## src/rtl/fetch_pkg.sv

```systemverilog
// Shared types for the byte-serial instruction fetch unit and its prefetch buffer.
package fetch_pkg;

  localparam int INSTR_BYTES = 4;
  // Widest word address the prefetch entry can carry; instr_fetch uses the low addr_size bits.
  localparam int ADDR_MAX_W  = 32;

  typedef logic [31:0] instr_t;

  typedef struct packed {
    instr_t                  word;
    logic [ADDR_MAX_W-1:0]   addr;
  } fetch_entry_t;

endpackage

```

## src/rtl/fetch_fifo.sv

```systemverilog
// Prefetch buffer: power-of-two FIFO, head visible the cycle after push, flush beats push/pop.
// Push while full and pop while empty are ignored, so the caller never has to guard them.
module fetch_fifo
  import fetch_pkg::*;
#(
  parameter int  depth   = 2,
  parameter type entry_t = fetch_entry_t
) (
  input  logic                         clk,
  input  logic                         rstn,
  input  logic                         push,
  input  entry_t                       push_dat,
  input  logic                         pop,
  input  logic                         flush,
  output logic [$clog2(depth+1)-1:0]   count,
  output entry_t                       head,
  output logic                         empty,
  output logic                         full
);

  localparam int PTR_W = $clog2(depth);
  localparam int CNT_W = $clog2(depth + 1);

  entry_t             r_mem [depth];
  logic [PTR_W-1:0]   r_wptr;
  logic [PTR_W-1:0]   r_rptr;
  logic [CNT_W-1:0]   r_count;
  logic               w_do_push;
  logic               w_do_pop;

  assign empty     = (r_count == '0);
  assign full      = (r_count == CNT_W'(depth));
  assign count     = r_count;
  assign head      = r_mem[r_rptr];
  assign w_do_push = push & ~flush & ~full;
  assign w_do_pop  = pop  & ~flush & ~empty;

  always_ff @(posedge clk) begin
    if (w_do_push) begin
      r_mem[r_wptr] <= push_dat;
    end
  end

  // Pointers wrap naturally because depth is a power of two.
  always_ff @(posedge clk or negedge rstn) begin
    if (!rstn) begin
      r_wptr  <= '0;
      r_rptr  <= '0;
      r_count <= '0;
    end else if (flush) begin
      r_wptr  <= '0;
      r_rptr  <= '0;
      r_count <= '0;
    end else begin
      if (w_do_push) begin
        r_wptr <= r_wptr + PTR_W'(1);
      end
      if (w_do_pop) begin
        r_rptr <= r_rptr + PTR_W'(1);
      end
      case ({w_do_push, w_do_pop})
        2'b10:   r_count <= r_count + CNT_W'(1);
        2'b01:   r_count <= r_count - CNT_W'(1);
        default: r_count <= r_count;
      endcase
    end
  end

endmodule

```

## src/rtl/instr_fetch.sv

```systemverilog
// Byte-serial instruction fetch: assembles 4 ROM bytes (MSB first) into a word, 4 cycles per word at full ack.
// ROM requests stop while the prefetch buffer is full; a jump flushes buffer and partial word.
module instr_fetch
  import fetch_pkg::*;
#(
  parameter int addr_size = 16,
  parameter int depth     = 2
) (
  input  logic                   clk,
  input  logic                   rstn,
  input  logic                   jmp,
  input  logic [addr_size-1:0]   jaddr,
  output logic                   mem_req,
  output logic [addr_size+1:0]   mem_addr,
  input  logic                   mem_ack,
  input  logic [7:0]             mem_data,
  output logic                   instr_valid,
  output logic [31:0]            instr,
  output logic [addr_size-1:0]   instr_addr,
  input  logic                   instr_ready
);

  localparam int CNT_W = $clog2(depth + 1);

  logic [addr_size-1:0] r_pc;
  logic [1:0]           r_byte_idx;
  instr_t               r_asm;

  logic                 w_accept;
  logic                 w_push;
  logic                 w_pop;
  logic                 w_empty;
  logic                 w_full;
  logic [CNT_W-1:0]     w_count;
  fetch_entry_t         w_push_dat;
  fetch_entry_t         w_head;

  assign mem_req  = ~w_full;
  assign mem_addr = {r_pc, r_byte_idx};
  assign w_accept = mem_req & mem_ack;
  assign w_push   = w_accept & (r_byte_idx == 2'd3);
  assign w_pop    = instr_valid & instr_ready;

  // The last byte goes straight into the pushed word so the entry is ready on the same edge.
  always_comb begin
    w_push_dat                     = '0;
    w_push_dat.word                = {r_asm[31:8], mem_data};
    w_push_dat.addr[addr_size-1:0] = r_pc;
  end

  fetch_fifo #(
    .depth   (depth),
    .entry_t (fetch_entry_t)
  ) u_fifo (
    .clk      (clk),
    .rstn     (rstn),
    .push     (w_push),
    .push_dat (w_push_dat),
    .pop      (w_pop),
    .flush    (jmp),
    .count    (w_count),
    .head     (w_head),
    .empty    (w_empty),
    .full     (w_full)
  );

  always_ff @(posedge clk or negedge rstn) begin
    if (!rstn) begin
      r_pc       <= '0;
      r_byte_idx <= '0;
      r_asm      <= '0;
    end else if (jmp) begin
      r_pc       <= jaddr;
      r_byte_idx <= '0;
      r_asm      <= '0;
    end else if (w_accept) begin
      case (r_byte_idx)
        2'd0:    r_asm[31:24] <= mem_data;
        2'd1:    r_asm[23:16] <= mem_data;
        2'd2:    r_asm[15:8]  <= mem_data;
        default: r_asm[7:0]   <= mem_data;
      endcase
      r_byte_idx <= r_byte_idx + 2'd1;
      if (r_byte_idx == 2'd3) begin
        r_pc <= r_pc + addr_size'(1);
      end
    end
  end

  assign instr_valid = ~w_empty;
  assign instr       = instr_valid ? w_head.word : '0;
  assign instr_addr  = instr_valid ? w_head.addr[addr_size-1:0] : '0;

endmodule

```

## config.mk

```make
export PLATFORM = sky130hd
export DESIGN_NAME = instr_fetch
export DESIGN_NICKNAME = d
export VERILOG_FILES = /design/src/rtl/fetch_pkg.sv /design/src/rtl/fetch_fifo.sv /design/src/rtl/instr_fetch.sv
export SDC_FILE = /design/constraint.sdc
export NUM_CORES = 1
export LEC_CHECK = 0
export ABC_CLOCK_PERIOD_IN_PS = 7900
export CORE_MARGIN = 4
export CORE_UTILIZATION = 50
export CTS_BUF_LIST = sky130_fd_sc_hd__clkbuf_8
export CTS_CLUSTER_SIZE = 14
export DETAILED_ROUTE_END_ITERATION = 7
export HOLD_SLACK_MARGIN = 0.02
export PLACE_DENSITY = 0.87
export SYNTH_ARGS = -nofsm -noshare
export SYNTH_HDL_FRONTEND = slang
export SYNTH_SLANG_ARGS = --single-unit
```

## constraint.sdc

```tcl
create_clock -name clk -period 7.9 [get_ports clk]
set_input_delay 1.58 -clock clk [delete_from_list [all_inputs] [get_ports clk]]
set_output_delay 1.58 -clock clk [all_outputs]
set_load 0.03 [all_outputs]
```

* Yosys cells after proc, flatten, opt, wreduce, memory -nomap -nowiden *
Memories as Yosys holds them, arrays and structs flattened.
Index checks and enable logic that the tools add are counted.

word-level totals
  register bits = 46
  bits in writable memories = 96
  bits of input ports = 29
  output and inout bits = 68
  word-level logic and storage cells = 67
  memories = 1

operators by class
  $add $sub $neg = 6
  eq/ne operators = 6
  mux-type cells = 21
  bitwise operators = 10
  reduce and logical (&&, ||, !) cells = 15

memories
  memory        depth  width  read ports  clocked after Yosys merged registers in  write ports  RTL line          source
  u_fifo.r_mem  2      48     1           0                                        1            fetch_fifo.sv:24  entry_t r_mem [depth];

operator list
  kind                                                                   count
  32-bit 2-to-1 mux                                                      3
  16-bit 2-to-1 mux                                                      4
  8-bit 2-to-1 mux                                                       4
  16-bit by 1-bit adder with 16-bit output, second input constant        1
  2-bit nonzero test                                                     7
  2-bit equality test, second input constant                             4
  2-bit AND reduction                                                    4
  1-bit bitwise AND                                                      7
  1-bit 2-to-1 mux                                                       6
  2-bit 2-to-1 mux                                                       3
  2-bit by 1-bit adder with 2-bit output, second input constant          2
  2-bit by 1-bit equality test with 1-bit output, second input constant  2
  2-bit logical NOT                                                      2
  2-bit case mux with 2 select lines                                     1
  1-bit NOT                                                              3
  3-bit nonzero test                                                     1
  3-bit OR reduction                                                     1
  1-bit adder, second input constant                                     2
  2-bit by 1-bit subtractor with 2-bit output, second input constant     1

* Depth between registers and ports, before layout *
Gate-level depths: netlist of run 1.

  word-level depth = 9
  depth in mapped cells = 6
  gate-level depth less buffers = 5

* By module *
Synthesis of run 1 repeated with hierarchy kept, for this count alone.

unflattened totals
  cell total of the unflattened synthesis = 506
  area total of the unflattened synthesis = 7,176.9 um^2

modules (own cells, without submodules)
  module       instances  cells an instance  area an instance (um^2)  sequential area each (um^2)
  fetch_fifo   1          224                4,819.6                  3,943.8
  instr_fetch  1          282                2,357.3                  1,051.0

* Least setup slack after synthesis of run 1 *
No wires, ideal clock.

  path type = input to register
  from = input mem_ack
  to = memory u_fifo.r_mem[0][0] (netlist name) (enable)
  library setup time = 0.454 ns
  data arrival time = 4.271 ns
  required time = 7.446 ns
  slack = 3.175 ns
  cell stages on the path = 5
  buffers on the path = 1
  path through = buf_4 nand2_1 nor2_1 nand2_1 nor2_1

between the ends
  longest elaborated chain between the ends = 6

RTL lines
  element                                 RTL line           source
  start: declaration                      instr_fetch.sv:15  input logic mem_ack,
  1-bit bitwise AND                       instr_fetch.sv:40  assign w_accept = mem_req & mem_ack;
  1-bit bitwise AND                       instr_fetch.sv:41  assign w_push = w_accept & (r_byte_idx == 2'd3);
  1-bit bitwise AND (2 in series)         fetch_fifo.sv:35   assign w_do_push = push & ~flush & ~full;
  1-bit 2-to-1 mux                        fetch_fifo.sv:39   if (w_do_push) begin
  1-bit 2-to-1 mux (implied by the code)  fetch_fifo.sv:40   r_mem[r_wptr] <= push_dat;
  end: declaration                        fetch_fifo.sv:24

No other way between the ends.

* Worst setup path in the final report of run 1 *
  from = register u_fifo.r_rptr
  to = output instr[31]

between the ends
  longest elaborated chain between the ends = 2

RTL lines
  element                   RTL line           source
  start: declaration        fetch_fifo.sv:26   logic [PTR_W-1:0] r_rptr;
  start signal: assignment  fetch_fifo.sv:59   r_rptr <= r_rptr + PTR_W'(1);
  memory 2 x 48 bit         n/a
  32-bit 2-to-1 mux         instr_fetch.sv:91  assign instr = instr_valid ? w_head.word : '0;
  end: declaration          instr_fetch.sv:18  output logic [31:0] instr,

No other way between the ends.

==> impl_metrics.csv, run 1 <==
group,metric,value,unit
worst_setup_path,critPathSlowestCell,"sky130_fd_sc_hd__dfrtp_2",
synth,synth_top_area_share,0.4890,
worst_setup_path,crit_path_max_fanout,30,
synth,synth.cell_area,5896,sq um
detailed_routing,route.detailed.wl_per_inst,18.83,microns
worst_setup_path,cp.required,6.32,ns
die,num_io_pins,97,
worst_setup_path,chain_of_cells_forming_the_critical_path,"buf_4 -> mux2i_1 -> nor2_1 -> clkdlybuf4s50_1",
worst_setup_path,setup.worst_path.end_class,"primary output",
die,core_area,11470,sq um
die,die_width,116.6,microns
synth,avgSynthCellArea,13.81,sq um
synth,yosys_warnings,0,
worst_hold_path,hold_path.startpoint,"r_asm[25]",
outcome,run_status,"complete, no violations",
synth,post_synth_num_cell_types,40,
layout,antenna-diode-count,0,
cts,postCtsResizedCells,0,
power_and_ir_drop,leakagePower,0.002729,uW
sta,clock-skew-final,0.009400,ns
die,die_h,116.6,microns
worst_setup_path,timing.reg2reg.worst_path_depth,6,
synth,synth.top_cells.by_area,"sky130_fd_sc_hd__edfxtp_1, sky130_fd_sc_hd__dfrtp_1, sky130_fd_sc_hd__mux2i_1",
power_and_ir_drop,max-vdd-ir-drop,0.1208,mV
flow_run,timing.max_cap.violations,0,
worst_setup_path,timing.critical_path.from_type,"flop",
detailed_routing,drtIter0Drc,271,
worst_setup_path,rrSetupSlack,5.18,ns
placement,placed_cells,648,
sta,worst_slew_margin_rel,0.2147,
global_routing,groute.layer.met3.usage,0.04819,
synth,share_of_the_yosys_chip_area_belonging_to_registers,0.6842,
synth,synth_area_leader_cell,"sky130_fd_sc_hd__edfxtp_1",
cts,clock_latency,0.44,ns
die,dieArea,13590,sq um
power_and_ir_drop,total_power,1569,uW
placement,half_perimeter_wire_length_of_the_detailed_placement_result,8196,microns
sta,finalWorstSetupSlack,3.537,ns
global_routing,global_route.usage.met2,0.3322,
die,floorplan.initialDensity,0.5141,
sta,tightest_slew,1.175,ns
placement,gp_routability_congestion,0.8304,
detailed_routing,firstDrtPassIters,4,
synth,mappedNetlistNets,461,
placement,port_buffers,96,
synth,netlist_instances,427,
worst_setup_path,worst-endpoint-arrival,2.78,ns
global_routing,grt_start_max_net_pins,52,
global_routing,grt_pass1_vias,3918,
worst_setup_path,reg2reg_to,"u_fifo.r_mem[0][43]",
detailed_routing,num_vias,3713,
cts,tritoncts_num_sinks,142,
global_routing,gr-total-overflow,0,
cts,cts_inserted_buffers,17,
worst_setup_path,critical_path.max_stage_delay,0.77,ns
worst_hold_path,hold_end,"u_fifo.r_mem[0][41]",
sta,fmax,229.2,MHz
detailed_routing,route.final.wire_length,12800,microns
sta,timing.final.max_slew_violations,0,
layout,num-nets-final,558,
layout,drive_above_1_share,0.08939,
cts,clk_transition_reported_paths,0.08,ns
placement,place_ws,3.537,ns
global_routing,globalRouteMet1Util,0.2558,
worst_setup_path,worst-setup-path-type,"reg -> out",
sta,finalCritPeriodShare,0.5523,
cts,post-cts-setup-buffers,0,
detailed_routing,drcViolationCount,0,
sta,grt_setup_unrepaired,"no",
layout,instances_no_fill,680,
sta,final_layout_setup_total_negative_slack,0,ns
synth,main_synth_ff_type,"sky130_fd_sc_hd__edfxtp_1",
worst_setup_path,r2r_start,"r_byte_idx[1]",
sta,final-hold-violation-count,0,
detailed_routing,route.detailed.vias_per_inst,5.460,
sta,report.final.setup_viol,0,
sta,fin_hold_ws,0.4763,ns
layout,flow.area_growth_from_synthesis,25.51,%
detailed_routing,detail-route-antenna-nets,0,
power_and_ir_drop,power_density,212.1,nW/um^2
synth,asyncSetResetFlopFracSynth,0.3239,
global_routing,highest_utilization_routing_layer_at_the_global_route_stage,"met2",
cts,ctsRootBufferMaster,"sky130_fd_sc_hd__clkbuf_8",
global_routing,number_of_antenna_violations_at_the_first_check_in_global_routing,0,
cts,cts_max_path_buffers,2,
worst_hold_path,min_delay_path_depth,0,
cts,cts_tree,"built",
die,num_rows,39,
worst_hold_path,min_delay_path_class,"reg -> reg",
sta,min_tclk_post_route,4.363,ns
global_routing,grt_first_pass_wirelength,20490,microns
synth,count_of_flip_flops_with_a_built_in_enable_after_synthesis,96,
synth,synth.ff_latch_count,142,
cts,cts-hold-fix-buffers,0,
cts,htree_num_levels,4,
global_routing,grt.total_usage,0.2016,
-- layout by cell type, fill, tap and decap left out, types with 4 or more instances in the layout --
master                             n
sky130_fd_sc_hd__or4_1             5
sky130_fd_sc_hd__nand2_1          18
sky130_fd_sc_hd__ha_1              5
sky130_fd_sc_hd__o21ai_0          10
sky130_fd_sc_hd__o31ai_1           4
sky130_fd_sc_hd__xnor2_1           5
sky130_fd_sc_hd__clkinvlp_4        4
sky130_fd_sc_hd__nand4_1           4
sky130_fd_sc_hd__nand3_2           4
sky130_fd_sc_hd__clkbuf_8         17
sky130_fd_sc_hd__nand3_1           4
sky130_fd_sc_hd__a31oi_1           6
sky130_fd_sc_hd__mux2i_1          74
sky130_fd_sc_hd__edfxtp_1         96
sky130_fd_sc_hd__clkdlybuf4s50_1  94
sky130_fd_sc_hd__inv_1             7
sky130_fd_sc_hd__bufinv_16         4
sky130_fd_sc_hd__clkinv_4          4
sky130_fd_sc_hd__nor2_1           83
sky130_fd_sc_hd__dfrtp_1          45
sky130_fd_sc_hd__xor2_1            5
-- how the worst max path moves through the flow --
stage | slack, ns | start | depth (start not counted) | end
2_1_floorplan | 3.18 | mem_ack | 5 | u_fifo.r_mem[0][0]
3_3_place_gp | 3.67 | mem_ack | 6 | u_fifo.r_mem[0][35]
3_5_place_dp | 3.54 | mem_ack | 6 | u_fifo.r_mem[0][36]
4_1_cts | 3.51 | u_fifo.r_rptr | 4 | instr[10]
5_1_grt | 3.40 | u_fifo.r_rptr | 4 | instr_addr[1]
6_report | 3.54 | u_fifo.r_rptr | 4 | instr[31]
-- report_power, final --
group | switching, uW | internal [uW]
logic | 68.6 | 50.5
clock network | 271 | 342
registers | 23.8 | 813
total | 364 | 1210
-- Yosys cell counts, types with 2 or more instances --
cell and n:
sky130_fd_sc_hd__edfxtp_1 96, sky130_fd_sc_hd__nor2_1 85, sky130_fd_sc_hd__mux2i_1 74, sky130_fd_sc_hd__dfrtp_1 46
sky130_fd_sc_hd__nand2_1 18, sky130_fd_sc_hd__clkbuf_1 10, sky130_fd_sc_hd__o21ai_0 10, sky130_fd_sc_hd__a31oi_1 6
sky130_fd_sc_hd__buf_2 6, sky130_fd_sc_hd__inv_1 6, sky130_fd_sc_hd__ha_1 5, sky130_fd_sc_hd__or4_1 5
sky130_fd_sc_hd__xnor2_1 5, sky130_fd_sc_hd__xor2_1 5, sky130_fd_sc_hd__nand3_1 4, sky130_fd_sc_hd__nand3_2 4
sky130_fd_sc_hd__nand4_1 4, sky130_fd_sc_hd__o31ai_1 4, sky130_fd_sc_hd__and2_1 3, sky130_fd_sc_hd__a21oi_1 2
sky130_fd_sc_hd__a2bb2oi_1 2, sky130_fd_sc_hd__buf_1 2, sky130_fd_sc_hd__buf_4 2, sky130_fd_sc_hd__nand3_4 2
sky130_fd_sc_hd__nor3_1 2, sky130_fd_sc_hd__nor4_1 2, sky130_fd_sc_hd__o211ai_1 2, sky130_fd_sc_hd__o31a_1 2
sky130_fd_sc_hd__or3_1 2
-- per-layer routing --
metal	routed length, microns	share of wire
met5	0	0
met1	5226	0.41
met3	597	0.047
met4	265	0.021
met2	6711	0.52
-- critical path: cells and delay by family, from the launching register on --
kind / cells / cell delay [ns]
buffers and inverters: 2 / 1.18
flip-flops: 1 / 0.77
multiplexers: 1 / 0.30
AND/OR/NAND/NOR: 1 / 0.06
-- flip-flops by register name (all words and copies together) (netlist names) --
| signal | cells |
|---|---|
| u_fifo.r_mem | 96 |
| r_asm | 24 |
| r_pc | 16 |
| r_byte_idx | 2 |
| u_fifo.count | 2 |
| u_fifo.r_rptr | 1 |
| u_fifo.r_wptr | 1 |
-- area by class of cell --
class	count	area, sq um
clock buffers	17	234.0
clock inverters	15	197.7
fillers	811	4068
inverters	7	26.28
multi-input cells	258	1762
flip-flops and latches	142	4035
well taps	143	178.9
repair buffers	98	965.9
-- metrics by stage --
stage,util,cell area (sq um)
after detailed placement,0.6076,6968
after floorplan,-,5896
final,0.6453,7400
after global placement,0.6076,6968
after CTS,0.6453,7400
after global routing,0.6453,7400
-- kinds of logic after synthesis --
kind of cell / synth area share
muxes: 0.1256
xor gates and xnor gates: 0.01486
and+or+nand+nor: 0.1121
DFF: 0.6842
AOI/OAI and AO/OA: 0.03290
adders and majority gates: 0.01061
buffers and inverters: 0.01974
Power figures use the tool's default switching activity.
==> run 2: changes to the inputs <==
Settings changed: ABC_CLOCK_PERIOD_IN_PS 7900 to 4300.
Clock period 7.9 ns to 4.3 ns, I/O delays scaled along.
==> run 2 against run 1 <==
Worst setup slack worse by 2.8 ns. Routed wire length down 2.3%. First-iteration DRC count down 36%. Critical endpoint is now instr[4]. Highest routed layer unchanged.
==> impl_metrics.csv, run 2 (synthesis gave the netlist of run 1 again) <==
group,metric,value,unit
worst_setup_path,critical_path.max_stage_delay,0.88,ns
power_and_ir_drop,leakagePower,0.002726,uW
global_routing,grt_first_pass_wirelength,19590,microns
layout,layout.cells.most_common,"sky130_fd_sc_hd__edfxtp_1",
detailed_routing,drcViolationCount,0,
die,die_width,116.6,microns
worst_setup_path,crit_path_max_fanout,25,
sta,finalCritPeriodShare,0.8227,
sta,min_tclk_post_route,3.538,ns
cts,clock_latency,0.43,ns
worst_setup_path,setup.worst_path.end_class,"primary output",
global_routing,number_of_antenna_violations_at_the_first_check_in_global_routing,0,
sta,worst_slew_margin_rel,0.2601,
die,num_rows,39,
placement,place_ws,0.8812,ns
cts,tritoncts_num_sinks,142,
sta,final_layout_setup_total_negative_slack,0,ns
cts,cts_inserted_buffers,17,
layout,registers.top_by_ff_count,"u_fifo.r_mem",
worst_setup_path,cp.required,3.44,ns
sta,finalWorstSetupSlack,0.7623,ns
cts,ctsRootBufferMaster,"sky130_fd_sc_hd__clkbuf_8",
detailed_routing,drtIter0Drc,173,
sta,clock-skew-final,0.009310,ns
layout,final_cell_mix,"sky130_fd_sc_hd__edfxtp_1, sky130_fd_sc_hd__clkdlybuf4s50_1, sky130_fd_sc_hd__nor2_1, sky130_fd_sc_hd__mux2i_1, sky130_fd_sc_hd__dfrtp_1",
worst_setup_path,timing.critical_path.max_delay_family,"buffers and inverters",
outcome,run_status,"complete, no violations",
worst_setup_path,critPathSlowestCell,"sky130_fd_sc_hd__dfrtp_2",
die,die_h,116.6,microns
cts,htree_num_levels,4,
power_and_ir_drop,switching_share,0.2403,
die,num_io_pins,97,
detailed_routing,detail-route-antenna-nets,0,
die,dieArea,13590,sq um
detailed_routing,route.detailed.wl_per_inst,18.29,microns
sta,fmax,282.7,MHz
placement,half_perimeter_wire_length_of_the_detailed_placement_result,8361,microns
detailed_routing,firstDrtPassIters,4,
die,core_area,11470,sq um
detailed_routing,num_vias,3715,
worst_setup_path,worst-endpoint-arrival,2.68,ns
power_and_ir_drop,power.combinational.fraction,0.082,
sta,final-hold-violation-count,0,
placement,placed_cell_area,7023,sq um
cts,clk_transition_reported_paths,0.08,ns
power_and_ir_drop,power.clock.fraction,0.343,
global_routing,grt_pass1_vias,3773,
placement,gp_routability_congestion,0.8117,
cts,cts_max_path_buffers,2,
global_routing,gr-total-overflow,0,
flow_run,timing.max_cap.violations,0,
layout,largest_reg_flops,96,
sta,grt_setup_unrepaired,"no",
power_and_ir_drop,power_density,362.7,nW/um^2
power_and_ir_drop,max-vdd-ir-drop,0.1988,mV
placement,port_buffers,96,
worst_setup_path,timing.critical_path.from_type,"flop",
layout,drive_above_1_share,0.08872,
cts,cts_tree,"built",
cts,post-cts-setup-buffers,0,
layout,antenna-diode-count,0,
global_routing,grt_start_max_net_pins,52,
power_and_ir_drop,p_sw,642.0,uW
layout,flow.area_growth_from_synthesis,24.92,%
layout,largest_registers,"u_fifo.r_mem (96), r_asm (24), r_pc (16)",
worst_setup_path,critical_path_buf_inv_count,2,
cts,cts-hold-fix-buffers,0,
layout,post-route-cell-area,7365,sq um
worst_setup_path,worst-setup-path-type,"reg -> out",
worst_hold_path,min_delay_path_class,"reg -> reg",
die,floorplan.initialDensity,0.5141,
sta,fin_hold_ws,0.4695,ns
cts,postCtsResizedCells,0,
global_routing,grt.total_usage,0.1929,
layout,num-nets-final,562,
power_and_ir_drop,seq_power_share,0.575,
worst_setup_path,chain_of_cells_forming_the_critical_path,"buf_4 -> mux2i_1 -> nor2_1 -> clkdlybuf4s50_1",
sta,timing.final.max_slew_violations,0,
detailed_routing,route.final.wire_length,12510,microns
detailed_routing,route.detailed.vias_per_inst,5.431,
sta,report.final.setup_viol,0,
sta,tightest_slew,1.110,ns
power_and_ir_drop,p_int,2029,uW
-- run 2: changes by cell type in the layout (fill, tap and decap cells not counted), moves of 2 or more --
cell	previous run	this run
sky130_fd_sc_hd__inv_1	7	9
sky130_fd_sc_hd__clkinv_1	1	3
sky130_fd_sc_hd__buf_12	0	2
sky130_fd_sc_hd__buf_4	2	4
sky130_fd_sc_hd__clkinv_4	4	1
sky130_fd_sc_hd__bufinv_16	4	1
sky130_fd_sc_hd__clkinv_2	1	3
-- run 2: worst paths after layout --
path | cells after the start | endpoint | slack [ns] | startpoint
setup / recovery | 4 | instr[4] | 0.76 | u_fifo.r_rptr
hold / removal | 0 | u_fifo.r_mem[1][47] | 0.47 | r_asm[31]
setup reg to reg | 6 | u_fifo.r_mem[0][35] | 1.82 | r_byte_idx[1]
hold reg to reg | 0 | u_fifo.r_mem[1][47] | 0.47 | r_asm[31]
max in group asynchronous | 1 | u_fifo.r_rptr | 2.91 | rstn
min in group asynchronous | 1 | r_byte_idx[0] | 0.63 | rstn
-- run 2: worst register-to-register path, stage by stage (launching register included) --
cell,delay [ns]
sky130_fd_sc_hd__dfrtp_1,0.43
sky130_fd_sc_hd__ha_1,0.20
sky130_fd_sc_hd__nand2_1,0.10
sky130_fd_sc_hd__nor2_1,0.44
sky130_fd_sc_hd__nand2_1,0.19
sky130_fd_sc_hd__nor2_4,0.50
sky130_fd_sc_hd__buf_12,0.28
-- run 2: power by group through the flow --
stage / Clock (uW) / Sequential [uW] / Combinational (uW)
2_1_floorplan: 0 / 1580 / 88.9
3_3_place_gp: 0 / 1560 / 212
3_5_place_dp: 0 / 1560 / 218
4_1_cts: 926 / 1530 / 221
5_1_grt: 991 / 1540 / 235
6_report: 917 / 1540 / 219
-- run 2: layer usage --
layer  track usage  share of wire  routed length, microns  up-vias
met5             0              0                       0        -
met2        0.3295           0.52                    6524      126
met4       0.07492          0.018                     219        0
met1        0.2375           0.41                    5072     1817
li1              -              -                       -     1752
met3       0.04767          0.055                     691       20
-- run 2: area by class of cell --
cell class | count | area [sq um]
fillers | 798 | 4103
flip-flops and latches | 142 | 4035
multi-input cells | 258 | 1762
repair buffers | 102 | 1021
clock buffers | 17 | 234.0
well taps | 143 | 178.9
clock inverters | 15 | 107.6
inverters | 7 | 26.28
-- run 2: per-stage QoR --
step	std cells	power, uW	utilization
CTS	684	2681	0.6422
global route	684	2766	0.6422
detailed placement	652	1782	0.6124
finish	684	2671	0.6422
floorplan	427	1670	-
global placement	652	1772	0.6124
